==> config.mk <==
export PLATFORM = sky130hd
export DESIGN_NAME = uart_tx_arbiter
export DESIGN_NICKNAME = d
export VERILOG_FILES = /design/src/rtl/uart_tx_arbiter.sv
export SDC_FILE = /design/constraint.sdc
export NUM_CORES = 1
export LEC_CHECK = 0
export ABC_AREA = 0
export CAP_MARGIN = 20
export CELL_PAD_IN_SITES_DETAIL_PLACEMENT = 0
export CELL_PAD_IN_SITES_GLOBAL_PLACEMENT = 1
export CORE_AREA = 5 5 69 71
export DETAILED_ROUTE_END_ITERATION = 6
export DIE_AREA = 0 0 74 76
export GPL_ROUTABILITY_DRIVEN = 0
export HOLD_SLACK_MARGIN = 0.02
export PLACE_DENSITY = 0.86
export SLEW_MARGIN = 20
export SYNTH_ARGS = -nofsm -noshare
export SYNTH_HDL_FRONTEND = slang
export SYNTH_SLANG_ARGS = --single-unit
==> constraint.sdc <==
create_clock -name clk -period 2.7 [get_ports clk]
set_clock_uncertainty 0.1 [all_clocks]
set_input_delay 0.675 -clock clk [delete_from_list [all_inputs] [get_ports clk]]
set_output_delay 0.675 -clock clk [all_outputs]
set_load 0.01 [all_outputs]
==> src/rtl/uart_tx_arbiter.sv <==
// Round-robin arbiter sharing one UART transmitter, with a per-requester grant lock; grant lands 1 cycle after req_valid.
// Requesters hold their byte until req_ack; done->ack->idle->ready is 3 cycles. `UART_ARB_TIMEOUT_EN adds a SEND watchdog.
module uart_tx_arbiter #(
  parameter int N_REQ          = 3,
  parameter int TIMEOUT_CYCLES = 65536,
  localparam int GW            = (N_REQ > 2) ? $clog2(N_REQ) : 1
) (
  input  logic               clk,
  input  logic               rst,
  input  logic [N_REQ-1:0]   req_valid,
  input  logic [8*N_REQ-1:0] req_data,
  input  logic [N_REQ-1:0]   req_lock,
  output logic [N_REQ-1:0]   req_ack,
  output logic [7:0]         uart_data,
  output logic               uart_ready,
  input  logic               uart_done,
  output logic [GW-1:0]      grant_id,
  output logic               busy,
  output logic               err
);

  localparam logic [1:0] IDLE = 2'd0;
  localparam logic [1:0] SEND = 2'd1;
  localparam logic [1:0] GAP  = 2'd2;

  logic [1:0]       state;
  logic [GW-1:0]    ptr;
  logic             lock_hold;
  logic [7:0]       req_bytes [N_REQ];
  logic             grant_vld;
  logic [GW-1:0]    grant_sel;
  logic [GW-1:0]    cand;
  logic [GW-1:0]    ptr_nxt;
  logic [N_REQ-1:0] ack_vec;
  logic             to_abort;

  for (genvar g = 0; g < N_REQ; g++) begin : g_bytes
    assign req_bytes[g] = req_data[8*g +: 8];
  end

  // A held lock either re-grants its owner or blocks everyone while the owner is idle.
  always_comb begin
    grant_vld = 1'b0;
    grant_sel = '0;
    cand      = '0;
    if (lock_hold) begin
      grant_vld = req_valid[grant_id];
      grant_sel = grant_id;
    end else begin
      for (int k = 0; k < N_REQ; k++) begin
        cand = GW'((int'(ptr) + k) % N_REQ);
        if (!grant_vld && req_valid[cand]) begin
          grant_vld = 1'b1;
          grant_sel = cand;
        end
      end
    end
  end

  assign ptr_nxt = (grant_id == GW'(N_REQ - 1)) ? '0 : grant_id + 1'b1;
  assign ack_vec = N_REQ'(1) << grant_id;

`ifdef UART_ARB_TIMEOUT_EN
  localparam logic [16:0] TO_LAST = 17'(TIMEOUT_CYCLES - 1);

  logic [16:0] to_cnt;

  assign to_abort = (state == SEND) && !uart_done && (to_cnt == TO_LAST);

  always_ff @(posedge clk) begin
    if (rst) begin
      to_cnt <= '0;
      err    <= 1'b0;
    end else begin
      err <= to_abort;
      if (state != SEND || uart_done || to_abort) begin
        to_cnt <= '0;
      end else begin
        to_cnt <= to_cnt + 17'd1;
      end
    end
  end
`else
  logic unused_timeout;

  assign unused_timeout = ^TIMEOUT_CYCLES;
  assign to_abort       = 1'b0;
  assign err            = 1'b0;
`endif

  always_ff @(posedge clk) begin
    if (rst) begin
      state      <= IDLE;
      uart_ready <= 1'b0;
      uart_data  <= '0;
      req_ack    <= '0;
      grant_id   <= '0;
      busy       <= 1'b0;
      ptr        <= '0;
      lock_hold  <= 1'b0;
    end else begin
      req_ack <= '0;
      case (state)
        IDLE: begin
          if (grant_vld) begin
            state      <= SEND;
            uart_data  <= req_bytes[grant_sel];
            grant_id   <= grant_sel;
            uart_ready <= 1'b1;
            busy       <= 1'b1;
          end
        end
        SEND: begin
          if (uart_done || to_abort) begin
            state      <= GAP;
            uart_ready <= 1'b0;
            req_ack    <= ack_vec;
            ptr        <= ptr_nxt;
            // An aborted byte never keeps the lock.
            lock_hold  <= uart_done ? req_lock[grant_id] : 1'b0;
          end
        end
        GAP: begin
          state <= IDLE;
          busy  <= 1'b0;
        end
        default: begin
          state      <= IDLE;
          uart_ready <= 1'b0;
          busy       <= 1'b0;
        end
      endcase
    end
  end

endmodule

==> results.md <==
* Status: finished clean
* Die span in y at around 76 µm
* Nets at roughly 220
* Hold Path Class: flip-flop to flip-flop
* Vias per cell at roughly 4.8
* Post-Syn Instances at roughly 130
* DRT Pass-1 Iters at 4
* Switching Fraction at between 30% and 40%
* # DRC at 0
* Setup violators final at 0
* Synthesis-stage register bit count at 20
* Port buffer count at 47
* Avg Inst Size Synth at ~9.0 µm²
* Fin worst setup slack at 0.1327 ns
* Post-synthesis cell type count at 36
* Reg2Reg Depth at 10
* Final ANT Viol Nets at 0
* H-tree levels at 1
* Synthesized Nets at 171
* Cells along the critical path: clkdlybuf4s50_1 > buf_4 > nand2_1 > o22ai_2 > nor2_2 > a2111oi_4 > buf_4 > mux2i_1 > o22ai_1
* Post-synth EDFFs at 0
* First-pass GRT wire length at ~4700 µm
* GRT Util Overall at 10.32%
* FFs w/ async S/R, synth at 0%
* DP Area at approximately 1800 µm²
* Pin count of the biggest net entering global routing at 13
* Starting density of the core at between 20 and 30%
* Synth warn at 0
* Final Cell Area at 1810 µm²
* Area grow syn2layout at 50.26%
* Number of I/O pins at 49
* Clk sinks at 20
* Filler cell count at a little over 400
* WP data arrival at 2.60 ns
* Dpl hpwl at roughly 2300 µm
* Non-filler cells, final at about 240
* Post-CTS setup buffer count at 0
* Critical path's largest stage delay at about 0.51 ns
* Critical Path Sink Type: flip-flop
* Main synth FF type: dfxtp_1
* Aggregate routed wire length at roughly 3000 µm
* Worst Min Path Start: busy
* CTS Buf Count at 3
* CP delay by family, top: buffers and inverters
* Fin crit share at between 90% and 100%
* Max Root-Sink Buffers at 2
* Busiest layer in global routing: met2
* Clock power share at 17.8%
* Share of layout cells above drive strength 1 at between 10% and 20%
* Worst Hold Margin at slightly above 0.4 ns
* Critical path buffers and inverters at 3
* Worst-path fanout max at 8
* Clk slew on worst S/H paths at 0.07 ns
* Vias at 1126
* Reg-to-reg setup timing slack at roughly 0.26 ns
* Element type at the critical path start: primary input
* Switching pwr at 0.3423 mW
* Placed Cells at approximately 230
* CTS tree: yes
* Sequential share of the synthesized area at around a third
* Hold_buf cts at 0
* Worst skew pair latency at roughly 0.25 ns
* CORE AREA at ~4200 µm²
* Row cnt at 24
* PwrDens at between 500 and 600 nW/µm²
* Seq pwr share at between 30% and 40%
* GRT met3 Usage at between 2 and 2.5%
* Synth Cell Area at 1205 µm²
* Met2 usage at between 10% and 20%
* Achievable Freq at approximately 390 MHz
* Tmin final at 2.567 ns
* Worst reg2reg path startpoint: ptr[1]
* Pwr Total at 1.055 mW
* Worst Hold Path EP: busy
* Antenna cells at 0
* Hold-critical path depth at 2
* Final slew viol count at 0
* Width of the die at 74 µm
* Required @ worst endpoint at roughly 2.7 ns
* Fin util at 43.38%
* Cell Int Power at around 0.7 mW
* RR Endpoint: state[0]
* GRT Residual Overflow at 0
* Most frequent CP cell: buf_4
* Clk root buf: clkbuf_8
* Met1 Usage GRT at between 10% and 20%
* Initial antenna violation count at 0
* CP Launch Point: req_valid[2]
* Slowest-stage cell, CP: clkdlybuf4s50_1
* Critical path class: primary input to flip-flop
* Leak pwr at roughly 0.75 nW
* Vias in the first global route at about 1100
* Drt initial violations at between 50 and 60
* Setup TNS at 0 ns
* Place WS at -0.2800 ns
* DIE AREA at approximately 5600 µm²
* Final hold violation count at 0
* Max-cap violation count at 0
* Combinational Power Share at approximately 45%
* Worst vdd ir at around 0.25 mV
* Routed length per instance at ~13 µm
==> timing repair <==
action	CTS	global route
resized for setup	1	1
hold endpoints to repair	0	0
setup endpoints to repair	7	1
==> metal layers <==
layer,share of wire [%],wire [µm]
met5,0,0
met2,49,1485
met4,1.1,34
met3,5.2,156
met1,44,1332
==> synth_stat cells (all sizes together), types with 2 or more instances <==
library cell / count / area, µm²
o21ai: 2 / 10.01
dfxtp: 20 / 400.4
nor2b: 6 / 37.54
nand2: 5 / 21.27
buf: 4 / 37.53
mux2i: 21 / 210.2
and2: 9 / 56.30
o22ai: 9 / 62.56
a31oi: 5 / 37.53
a21oi: 7 / 35.03
inv: 6 / 22.52
nor2: 14 / 55.06
nor3: 2 / 10.01
clkbuf: 4 / 15.01
ha: 4 / 50.05
==> power by group through the flow <==
| stage | Clock (mW) | Sequential (mW) | Combinational, mW |
|---|---|---|---|
| after floorplan | 0 | 0.404 | 0.271 |
| after global placement | 0 | 0.399 | 0.466 |
| after detailed placement | 0 | 0.401 | 0.467 |
| after CTS | 0.194 | 0.394 | 0.471 |
| after global routing | 0.203 | 0.401 | 0.519 |
| final | 0.188 | 0.393 | 0.475 |
==> worst min-delay path, stage by stage, from the launching register on <==
cell,delay [ns]
dfxtp_1,0.34
a21oi_1,0.07
nor2_1,0.07
==> cells in the final DEF, fill, tap and decap left out <==
cell and instances:
clkdlybuf4s50_1 47, mux2i_1 21, dfxtp_1 20, nor2_1 13, and2_1 9, buf_4 9
o22ai_1 8, a21oi_1 7, inv_1 6, nor2b_1 6, nand2_1 4, a31oi_1 4
ha_1 4, clkbuf_8 3, o21ai_0 2, and3b_1 1, nor3_2 1, o22ai_2 1
nor2_2 1, and2b_1 1, o211a_1 1, a2111oi_4 1, a2111o_1 1, nand2b_1 1
a311oi_1 1, o21a_1 1, nand3_1 1, a21boi_0 1, o221ai_1 1, o211ai_1 1
a31oi_4 1, nor4b_1 1, a31o_2 1, nand2_2 1, nor3_1 1, nor4_1 1
conb_1 1
==> state kept, by name (all words and copies together) (netlist names) <==
name        cells
uart_ready      1
grant_id        2
ptr             2
lock_hold       1
req_ack         3
uart_data       8
busy            1
state           2
==> final cells by class <==
class / count / area [µm²] / share of cell area (%)
Timing Repair Buffer: 56 / 538.0 / 29.72
Sequential cell: 20 / 400.4 / 22.11
Clock buffer: 3 / 41.29 / 2.281
Multi-Input combinational cell: 100 / 743.2 / 41.05
Inverter: 6 / 22.52 / 1.244
Tap cell: 52 / 65.06 / 3.594
==> cell families (layout without fill, tap and decap cells) <==
logic type	count (synthesis)	in the layout	synth area share, %
other	1	1	0.3112
adders and majority gates	4	4	4.154
and+or+nand+nor	42	42	18.49
muxes	21	21	17.45
AOI/OAI and AO/OA	32	32	20.15
buffers and inverters	14	65	6.230
DFF	20	20	33.23
==> worst max-delay path by stage <==
stage,end,slack [ns],depth (start not counted)
after floorplan,uart_data[5],0.32,9
after global placement,uart_data[1],-0.19,7
after detailed placement,uart_data[0],-0.28,7
after CTS,uart_data[1],0.12,7
after global routing,uart_data[1],-0.02,9
final,uart_data[1],0.13,9
(Power assumes the default switching activity.)
